==> src/rtl/mips_multicycle_ctrl_if.sv <==
// Control bundle between the multicycle MIPS controller and its datapath/memory.
// master: the controller (drives selects/enables, observes opcode fields, flags, mem_ready).
// slave : the datapath side (drives opcode fields, flags, mem_ready; observes controls).
//   op/funct     instruction fields from the instruction register
//   zero         ALU zero flag
//   mem_ready    shared memory port completes the current access this cycle
//   memreq..illegal_op  per-state datapath selects and enables
//   mem_timeout  sticky memory wait timeout
//   state        current controller state (debug)
interface mips_multicycle_ctrl_if;
    logic [5:0] op;
    logic [5:0] funct;
    logic       zero;
    logic       mem_ready;

    logic       memreq;
    logic       iord;
    logic       memwrite;
    logic       irwrite;
    logic       pcen;
    logic [1:0] pcsrc;
    logic       alusrca;
    logic [1:0] alusrcb;
    logic [3:0] alucontrol;
    logic       signext;
    logic       shiftl16;
    logic       regdst;
    logic       regwrite;
    logic       memtoreg;
    logic       halfword;
    logic       illegal_op;
    logic       mem_timeout;
    logic [3:0] state;

    modport master (
        input  op, funct, zero, mem_ready,
        output memreq, iord, memwrite, irwrite, pcen, pcsrc, alusrca, alusrcb,
               alucontrol, signext, shiftl16, regdst, regwrite, memtoreg,
               halfword, illegal_op, mem_timeout, state
    );

    modport slave (
        output op, funct, zero, mem_ready,
        input  memreq, iord, memwrite, irwrite, pcen, pcsrc, alusrca, alusrcb,
               alucontrol, signext, shiftl16, regdst, regwrite, memtoreg,
               halfword, illegal_op, mem_timeout, state
    );
endinterface

==> src/rtl/mips_multicycle_ctrl.sv <==
// Control FSM sequencing a multicycle MIPS datapath over one shared memory port.
// Ports:
//   clk    rising-edge clock
//   reset  synchronous, active-high; forces every output low while high
//   ctrl   master side of mips_multicycle_ctrl_if (opcode fields and flags in,
//          datapath selects/enables, illegal_op pulse, sticky mem_timeout, debug state out)
// Parameters:
//   WAIT_LIMIT  memory wait cycles in one state before mem_timeout sets (0 disables)
//   ENABLE_LH   nonzero: op 100001 decodes as lh; zero: it is illegal
module mips_multicycle_ctrl #(
    parameter int unsigned WAIT_LIMIT = 255,
    parameter int unsigned ENABLE_LH  = 1
) (
    input  logic                   clk,
    input  logic                   reset,
    mips_multicycle_ctrl_if.master ctrl
);

    localparam int unsigned CNT_W = (WAIT_LIMIT > 255) ? $clog2(WAIT_LIMIT + 1) : 8;
    localparam logic [CNT_W-1:0] LIMIT = CNT_W'(WAIT_LIMIT);

    localparam logic [5:0] OP_RTYPE = 6'b000000;
    localparam logic [5:0] OP_J     = 6'b000010;
    localparam logic [5:0] OP_BEQ   = 6'b000100;
    localparam logic [5:0] OP_ADDI  = 6'b001000;
    localparam logic [5:0] OP_ADDIU = 6'b001001;
    localparam logic [5:0] OP_ORI   = 6'b001101;
    localparam logic [5:0] OP_XORI  = 6'b001110;
    localparam logic [5:0] OP_LUI   = 6'b001111;
    localparam logic [5:0] OP_LH    = 6'b100001;
    localparam logic [5:0] OP_LW    = 6'b100011;
    localparam logic [5:0] OP_SW    = 6'b101011;

    localparam logic [3:0] ALU_ADD = 4'b0010;
    localparam logic [3:0] ALU_SUB = 4'b1010;
    localparam logic [3:0] ALU_AND = 4'b0000;
    localparam logic [3:0] ALU_OR  = 4'b0001;
    localparam logic [3:0] ALU_XOR = 4'b0101;
    localparam logic [3:0] ALU_SLT = 4'b1011;
    localparam logic [3:0] ALU_NOR = 4'b0100;

    typedef enum logic [3:0] {
        FETCH  = 4'd0,
        DECODE = 4'd1,
        MEMADR = 4'd2,
        MEMRD  = 4'd3,
        MEMWB  = 4'd4,
        MEMWR  = 4'd5,
        EXEC   = 4'd6,
        ALUWB  = 4'd7,
        BRANCH = 4'd8,
        IEXEC  = 4'd9,
        IWB    = 4'd10,
        JUMP   = 4'd11
    } state_t;

    typedef struct packed {
        logic       memreq;
        logic       iord;
        logic       memwrite;
        logic       irwrite;
        logic       pcen;
        logic [1:0] pcsrc;
        logic       alusrca;
        logic [1:0] alusrcb;
        logic [3:0] alucontrol;
        logic       signext;
        logic       shiftl16;
        logic       regdst;
        logic       regwrite;
        logic       memtoreg;
        logic       halfword;
        logic       illegal_op;
    } dp_ctrl_t;

    state_t           state_q, state_d;
    dp_ctrl_t         dp;
    logic [CNT_W-1:0] wait_cnt_q, wait_cnt_d;
    logic             timeout_q, timeout_d;

    logic       is_lh, is_load, is_store, is_rtype, is_beq, is_imm, is_jump;
    logic       funct_legal;
    logic [3:0] funct_alu;
    logic [3:0] imm_alu;
    logic       imm_sext, imm_lui;
    logic       waiting;

    // Opcode classification
    always_comb begin
        is_lh    = (ENABLE_LH != 0) && (ctrl.op == OP_LH);
        is_load  = (ctrl.op == OP_LW) || is_lh;
        is_store = (ctrl.op == OP_SW);
        is_rtype = (ctrl.op == OP_RTYPE);
        is_beq   = (ctrl.op == OP_BEQ);
        is_imm   = (ctrl.op == OP_ADDI) || (ctrl.op == OP_ADDIU) || (ctrl.op == OP_ORI) ||
                   (ctrl.op == OP_XORI) || (ctrl.op == OP_LUI);
        is_jump  = (ctrl.op == OP_J);
    end

    // R-type funct to ALU operation
    always_comb begin
        funct_legal = 1'b1;
        funct_alu   = ALU_AND;
        case (ctrl.funct)
            6'b100000, 6'b100001: funct_alu = ALU_ADD;
            6'b100010, 6'b100011: funct_alu = ALU_SUB;
            6'b100100:            funct_alu = ALU_AND;
            6'b100101:            funct_alu = ALU_OR;
            6'b100111:            funct_alu = ALU_NOR;
            6'b101010:            funct_alu = ALU_SLT;
            default:              funct_legal = 1'b0;
        endcase
    end

    // I-type ALU operation and immediate handling (lui is add of imm<<16, zero-extended)
    always_comb begin
        imm_alu  = ALU_ADD;
        imm_sext = 1'b0;
        imm_lui  = 1'b0;
        case (ctrl.op)
            OP_ADDI, OP_ADDIU: imm_sext = 1'b1;
            OP_ORI:            imm_alu  = ALU_OR;
            OP_XORI:           imm_alu  = ALU_XOR;
            OP_LUI:            imm_lui  = 1'b1;
            default: ;
        endcase
    end

    // State register plus wait counter and sticky timeout
    always_ff @(posedge clk) begin
        if (reset) begin
            state_q    <= FETCH;
            wait_cnt_q <= '0;
            timeout_q  <= 1'b0;
        end else begin
            state_q    <= state_d;
            wait_cnt_q <= wait_cnt_d;
            timeout_q  <= timeout_d;
        end
    end

    // Next state and per-state datapath controls
    always_comb begin
        state_d = state_q;
        dp      = '0;
        case (state_q)
            FETCH: begin
                dp.memreq     = 1'b1;
                dp.alusrcb    = 2'b01;
                dp.alucontrol = ALU_ADD;
                // IR load and PC+4 happen in the cycle the fetch completes
                if (ctrl.mem_ready) begin
                    dp.irwrite = 1'b1;
                    dp.pcen    = 1'b1;
                    state_d    = DECODE;
                end
            end
            DECODE: begin
                dp.alusrcb    = 2'b11;
                dp.alucontrol = ALU_ADD;
                dp.signext    = 1'b1;
                if (is_load || is_store) begin
                    state_d = MEMADR;
                end else if (is_rtype) begin
                    state_d = EXEC;
                end else if (is_beq) begin
                    state_d = BRANCH;
                end else if (is_imm) begin
                    state_d = IEXEC;
                end else if (is_jump) begin
                    state_d = JUMP;
                end else begin
                    dp.illegal_op = 1'b1;
                    state_d       = FETCH;
                end
            end
            MEMADR: begin
                dp.alusrca    = 1'b1;
                dp.alusrcb    = 2'b10;
                dp.alucontrol = ALU_ADD;
                dp.signext    = 1'b1;
                state_d       = is_load ? MEMRD : MEMWR;
            end
            MEMRD: begin
                dp.memreq = 1'b1;
                dp.iord   = 1'b1;
                if (ctrl.mem_ready) state_d = MEMWB;
            end
            MEMWB: begin
                dp.regwrite = 1'b1;
                dp.memtoreg = 1'b1;
                dp.halfword = is_lh;
                state_d     = FETCH;
            end
            MEMWR: begin
                dp.memreq   = 1'b1;
                dp.iord     = 1'b1;
                dp.memwrite = 1'b1;
                if (ctrl.mem_ready) state_d = FETCH;
            end
            EXEC: begin
                dp.alusrca    = 1'b1;
                dp.alucontrol = funct_alu;
                if (funct_legal) begin
                    state_d = ALUWB;
                end else begin
                    dp.illegal_op = 1'b1;
                    state_d       = FETCH;
                end
            end
            ALUWB: begin
                dp.regwrite   = 1'b1;
                dp.regdst     = 1'b1;
                dp.alucontrol = funct_alu;
                state_d       = FETCH;
            end
            BRANCH: begin
                dp.alusrca    = 1'b1;
                dp.alucontrol = ALU_SUB;
                dp.pcsrc      = 2'b01;
                dp.pcen       = ctrl.zero;
                state_d       = FETCH;
            end
            IEXEC: begin
                dp.alusrca    = 1'b1;
                dp.alusrcb    = 2'b10;
                dp.alucontrol = imm_alu;
                dp.signext    = imm_sext;
                dp.shiftl16   = imm_lui;
                state_d       = IWB;
            end
            IWB: begin
                dp.alusrca    = 1'b1;
                dp.alusrcb    = 2'b10;
                dp.alucontrol = imm_alu;
                dp.signext    = imm_sext;
                dp.shiftl16   = imm_lui;
                dp.regwrite   = 1'b1;
                state_d       = FETCH;
            end
            JUMP: begin
                dp.pcsrc = 2'b10;
                dp.pcen  = 1'b1;
                state_d  = FETCH;
            end
            default: state_d = FETCH;
        endcase
        if (reset) dp = '0;
    end

    // Memory wait tracking: only the three memory-access states can stall
    always_comb begin
        waiting    = ((state_q == FETCH) || (state_q == MEMRD) || (state_q == MEMWR)) &&
                     !ctrl.mem_ready;
        wait_cnt_d = wait_cnt_q;
        if (state_d != state_q) begin
            wait_cnt_d = '0;
        end else if (waiting && (wait_cnt_q != '1)) begin
            wait_cnt_d = wait_cnt_q + CNT_W'(1);
        end
        timeout_d = timeout_q || ((WAIT_LIMIT != 0) && (wait_cnt_d >= LIMIT));
    end

    assign ctrl.memreq      = dp.memreq;
    assign ctrl.iord        = dp.iord;
    assign ctrl.memwrite    = dp.memwrite;
    assign ctrl.irwrite     = dp.irwrite;
    assign ctrl.pcen        = dp.pcen;
    assign ctrl.pcsrc       = dp.pcsrc;
    assign ctrl.alusrca     = dp.alusrca;
    assign ctrl.alusrcb     = dp.alusrcb;
    assign ctrl.alucontrol  = dp.alucontrol;
    assign ctrl.signext     = dp.signext;
    assign ctrl.shiftl16    = dp.shiftl16;
    assign ctrl.regdst      = dp.regdst;
    assign ctrl.regwrite    = dp.regwrite;
    assign ctrl.memtoreg    = dp.memtoreg;
    assign ctrl.halfword    = dp.halfword;
    assign ctrl.illegal_op  = dp.illegal_op;
    assign ctrl.mem_timeout = timeout_q & ~reset;
    assign ctrl.state       = reset ? 4'd0 : 4'(state_q);

endmodule

==> src/flat_wrapper.sv <==
// flat-port wrapper written by rule: the top's interface ports become plain ports
module mips_multicycle_ctrl_flat 
#(
    parameter int unsigned WAIT_LIMIT = 255,
    parameter int unsigned ENABLE_LH  = 1
)
  (clk, reset, ctrl_op, ctrl_funct, ctrl_zero, ctrl_mem_ready, ctrl_memreq, ctrl_iord, ctrl_memwrite, ctrl_irwrite, ctrl_pcen, ctrl_pcsrc, ctrl_alusrca, ctrl_alusrcb, ctrl_alucontrol, ctrl_signext, ctrl_shiftl16, ctrl_regdst, ctrl_regwrite, ctrl_memtoreg, ctrl_halfword, ctrl_illegal_op, ctrl_mem_timeout, ctrl_state);
  mips_multicycle_ctrl_if ctrl_i ();
  input  logic clk;
  input  logic reset;
  input wire logic [$bits(ctrl_i.op)-1:0] ctrl_op;
  input wire logic [$bits(ctrl_i.funct)-1:0] ctrl_funct;
  input wire logic [$bits(ctrl_i.zero)-1:0] ctrl_zero;
  input wire logic [$bits(ctrl_i.mem_ready)-1:0] ctrl_mem_ready;
  output wire logic [$bits(ctrl_i.memreq)-1:0] ctrl_memreq;
  output wire logic [$bits(ctrl_i.iord)-1:0] ctrl_iord;
  output wire logic [$bits(ctrl_i.memwrite)-1:0] ctrl_memwrite;
  output wire logic [$bits(ctrl_i.irwrite)-1:0] ctrl_irwrite;
  output wire logic [$bits(ctrl_i.pcen)-1:0] ctrl_pcen;
  output wire logic [$bits(ctrl_i.pcsrc)-1:0] ctrl_pcsrc;
  output wire logic [$bits(ctrl_i.alusrca)-1:0] ctrl_alusrca;
  output wire logic [$bits(ctrl_i.alusrcb)-1:0] ctrl_alusrcb;
  output wire logic [$bits(ctrl_i.alucontrol)-1:0] ctrl_alucontrol;
  output wire logic [$bits(ctrl_i.signext)-1:0] ctrl_signext;
  output wire logic [$bits(ctrl_i.shiftl16)-1:0] ctrl_shiftl16;
  output wire logic [$bits(ctrl_i.regdst)-1:0] ctrl_regdst;
  output wire logic [$bits(ctrl_i.regwrite)-1:0] ctrl_regwrite;
  output wire logic [$bits(ctrl_i.memtoreg)-1:0] ctrl_memtoreg;
  output wire logic [$bits(ctrl_i.halfword)-1:0] ctrl_halfword;
  output wire logic [$bits(ctrl_i.illegal_op)-1:0] ctrl_illegal_op;
  output wire logic [$bits(ctrl_i.mem_timeout)-1:0] ctrl_mem_timeout;
  output wire logic [$bits(ctrl_i.state)-1:0] ctrl_state;
  assign ctrl_i.op = ctrl_op;
  assign ctrl_i.funct = ctrl_funct;
  assign ctrl_i.zero = ctrl_zero;
  assign ctrl_i.mem_ready = ctrl_mem_ready;
  assign ctrl_memreq = ctrl_i.memreq;
  assign ctrl_iord = ctrl_i.iord;
  assign ctrl_memwrite = ctrl_i.memwrite;
  assign ctrl_irwrite = ctrl_i.irwrite;
  assign ctrl_pcen = ctrl_i.pcen;
  assign ctrl_pcsrc = ctrl_i.pcsrc;
  assign ctrl_alusrca = ctrl_i.alusrca;
  assign ctrl_alusrcb = ctrl_i.alusrcb;
  assign ctrl_alucontrol = ctrl_i.alucontrol;
  assign ctrl_signext = ctrl_i.signext;
  assign ctrl_shiftl16 = ctrl_i.shiftl16;
  assign ctrl_regdst = ctrl_i.regdst;
  assign ctrl_regwrite = ctrl_i.regwrite;
  assign ctrl_memtoreg = ctrl_i.memtoreg;
  assign ctrl_halfword = ctrl_i.halfword;
  assign ctrl_illegal_op = ctrl_i.illegal_op;
  assign ctrl_mem_timeout = ctrl_i.mem_timeout;
  assign ctrl_state = ctrl_i.state;
  mips_multicycle_ctrl #(.WAIT_LIMIT(WAIT_LIMIT), .ENABLE_LH(ENABLE_LH)) u_core (.clk(clk), .reset(reset), .ctrl(ctrl_i));
endmodule
==> config.mk <==
export PLATFORM = sky130hd
export DESIGN_NAME = mips_multicycle_ctrl_flat
export DESIGN_NICKNAME = d
export VERILOG_FILES = /design/src/rtl/mips_multicycle_ctrl_if.sv /design/src/rtl/mips_multicycle_ctrl.sv /design/src/flat_wrapper.sv
export SDC_FILE = /design/constraint.sdc
export NUM_CORES = 1
export LEC_CHECK = 0
export CORE_MARGIN = 2
export CORE_UTILIZATION = 51
export CTS_CLUSTER_SIZE = 12
export DETAILED_ROUTE_END_ITERATION = 8
export PLACE_DENSITY = 0.95
export REMOVE_ABC_BUFFERS = 1
export SLEW_MARGIN = 0
export SYNTH_ARGS = -nofsm -noshare
export SYNTH_HDL_FRONTEND = slang
export SYNTH_SLANG_ARGS = --single-unit
==> constraint.sdc <==
create_clock -name clk -period 3.4 [get_ports clk]
set_input_delay 0.68 -clock clk [delete_from_list [all_inputs] [get_ports clk]]
set_output_delay 0.68 -clock clk [all_outputs]
set_load 0.005 [all_outputs]
==> reports/results.tsv <==
stage	metric	value	unit
place	Place WS	0.0146	ns
clock_network	TritonCTS clock tree	yes	
pwr	LEAKAGE	0.704	nW
clock_network	cts hold-fix bufs	0	
worst_setup_path	kind of critical path	input port to output pin	
clock_network	clock root cell	clkbuf_4	
route	DR iter-0 viols	100	
die	num rows	19	
yosys	#FFs+latches synth	13	
yosys	Seq/Total Area, Yosys	18.4	%
worst_setup_path	Slowest cell on crit path	clkdlybuf4s50_1	
route	TritonRoute pass-1 iters	4	
timing	post-route setup slack	0.105	ns
timing	Worst-Margin Slew	0.699	ns
worst_setup_path	required time of the critical path	2.72	ns
global_route	largest net degree at the start of global routing	22	
worst_setup_path	largest delay contributor family on the critical path	buffers and inverters	
die	core box area	2690	um^2
route	Vias	1713	
pwr	power density over the cells	191	nW/um^2
clock_network	Worst-path clk slew	0.08	ns
timing	Final Skew	0.00633	ns
route	DRC errors left	0	
worst_setup_path	WP buf/inv	3	
timing	Final Setup Violations	0	
yosys	average size of a mapped cell	6.98	um^2
place	PortBufs	41	
die	I/O Pins	42	
route	Final ANT Viol Nets	0	
global_route	global route overflow	0	
run_status	status	complete, no violations	
layout	fraction of layout cells with a size suffix above 1	12.9	%
worst_setup_path	max incr delay on CP	0.54	ns
layout	commonest non-fill, non-tap cell in the layout	clkdlybuf4s50_1	
clock_network	worst skew pair latency	0.29	ns
worst_hold_path	Hold/Removal Path Class	register to register	
timing	max-slew violation count	0	
run	MaxCap Viol Count	0	
layout	design area	1950	um^2
timing	WHS	0.565	ns
layout	most frequent cells in the layout	clkdlybuf4s50_1, nor2_1, nor3_1, buf_4, dfxtp_1	
yosys	post-synthesis mux area share	2.82	%
global_route	global-route wire length before repair	6780	um
route	routed length on met2	2100	um
worst_setup_path	Critical Path Source Type	input port	
yosys	Async S/R FF share, synth	0	%
route	wire length on met1	1810	um
yosys	Netlist cell types	56	
timing	RSZ-0062 raised after global routing	true	
clock_network	htree depth	1	
yosys	area share of and/or/nand/nor cells after synthesis	44.3	%
die	Die Span Y	56.7	um
clock_network	# clock sinks	13	
route	Routed WL	4190	um
place	gp weighted congestion	0.929	
yosys	most common flop cell mapped by yosys	dfxtp_1	
route	Routed wire per std cell	15.0	um
global_route	initial antenna violation count	0	
global_route	GRT Total Usage	25.9	%
place	hpwl dp	3090	um
clock_network	CTS Buffer Depth	2	
worst_setup_path	Critical Path AT	2.61	ns
timing	maximum clock rate	304	MHz
yosys	post-synthesis adder-cell area fraction	1.59	%
yosys	Compound-Gate Fraction of Synth Area	21.0	%
pwr	Pwr Total	0.000374	W
yosys	largest family of logic cells by synthesized area	simple AND/OR/NAND/NOR gates	
yosys	EDFF count, synth	0	
layout	# nets final	267	
clock_network	number of CTS-inserted buffers	3	
die	die width	56.7	um
route	DR vias/cell	6.12	
yosys	Synth Instances	203	
worst_setup_path	worst-path fanout max	8	
timing	headroom to the max-slew limit	53.3	%
place	Area after DPL	1900	um^2
layout	area growth from synthesis to layout	37.9	%
route	met3 WL	241	um
layout	diode count	0	
timing	final worst path period share	96.9	%
route	uppermost layer routed	met4	
yosys	synthesis warning total	0	
timing	Tmin final	3.29	ns
yosys	Synth Cell Area	1420	um^2
yosys	Post-Synth XOR/XNOR Area	4.94	%
worst_setup_path	crit-path cells	clkdlybuf4s50_1 -> buf_4 -> nand2_1 -> o41ai_2 -> nor2_1 -> a32oi_1 -> nor2_1 -> clkdlybuf4s50_1	
die	Starting Density	52.8	%
pwr	worst vdd ir	0.000194	V
worst_setup_path	Worst setup EP type	output pin	
global_route	vias in the first global route	1544	
die	die area	3220	um^2
timing	Final Hold Viols	0	
==> sequential cells by signal, summed over array words and instances (netlist names) <==
signal and count:
u_core.timeout_q 1, u_core.wait_cnt_q 8, u_core.state_q 4
==> Yosys cell counts (all sizes together) (4+ instances only) <==
cell type | number | area (um^2)
nor3 | 15 | 75.1
xnor2 | 4 | 35.0
nand3 | 6 | 35.0
o31ai | 4 | 30.0
nor2 | 27 | 101
nand2 | 12 | 45.0
mux2i | 4 | 40.0
nand2b | 9 | 56.3
o21ai | 11 | 58.8
nand4 | 6 | 37.5
inv | 8 | 30.0
clkbuf | 4 | 16.3
xor2 | 4 | 35.0
buf | 9 | 52.6
dfxtp | 13 | 260
nor3b | 5 | 42.5
nor2b | 7 | 43.8
a21oi | 5 | 25.0
==> kinds of logic after synthesis <==
kind of cell	count (synthesis)
adders and majority gates	2
DFF	13
xor gates and xnor gates	8
buffers and inverters	21
and+or+nand+nor	113
muxes	4
AOI/OAI and AO/OA	42
==> layout make-up <==
class	count	area [um^2]
repair buffers	55	520
well taps	31	38.8
multi-input cells	169	1080
flip-flops and latches	13	260
fillers	204	732
inverters	8	30.0
clock buffers	4	26.3
==> stage by stage <==
step                      instances  TNS (ns)  utilization (%)
final                           280         0             72.8
after CTS                       280         0             71.8
after global routing            280   -0.0542             72.8
after floorplan                 190         0                -
after detailed placement        276         0             70.8
after global placement          276         0             70.8
==> per-layer routing <==
layer | GRT usage [%] | up-vias
met4 | 6.12 | 0
met1 | 34.3 | 802
met2 | 43.5 | 69
met5 | 0 | -
met3 | 4.38 | 8
li1 | - | 834
==> what timing repair did <==
action | 4_1_cts | 5_1_grt
buffers inserted | 0 | 0
endpoints found under the setup margin | 0 | 4
gates resized for setup | 0 | 6
==> power by group <==
group	switching, W	leakage, nW	total [W]	internal [W]
clock network	0.0000559	0.0150	0.000102	0.0000457
registers	0.00000725	0.105	0.000161	0.000154
logic	0.0000528	0.584	0.000111	0.0000582
total	0.000116	0.704	0.000374	0.000258
==> worst reg2reg max path, delay by kind of cell (launching register included) <==
kind	cells	cell delay, ns
AO/OA/AOI/OAI	3	0.73
flip-flops	1	0.76
AND/OR/NAND/NOR	2	0.45
==> final timing paths <==
| check | start | cells after the start | slack, ns | endpoint |
|---|---|---|---|---|
| max | ctrl_op[0] | 8 | 0.11 | ctrl_illegal_op |
| min | u_core.wait_cnt_q[7] | 2 | 0.57 | u_core.wait_cnt_q[7] |
| max reg2reg | u_core.state_q[0] | 5 | 1.35 | u_core.timeout_q |
| min reg2reg | u_core.wait_cnt_q[7] | 2 | 0.57 | u_core.wait_cnt_q[7] |
No activity file was read; power rests on OpenSTA's default activity.
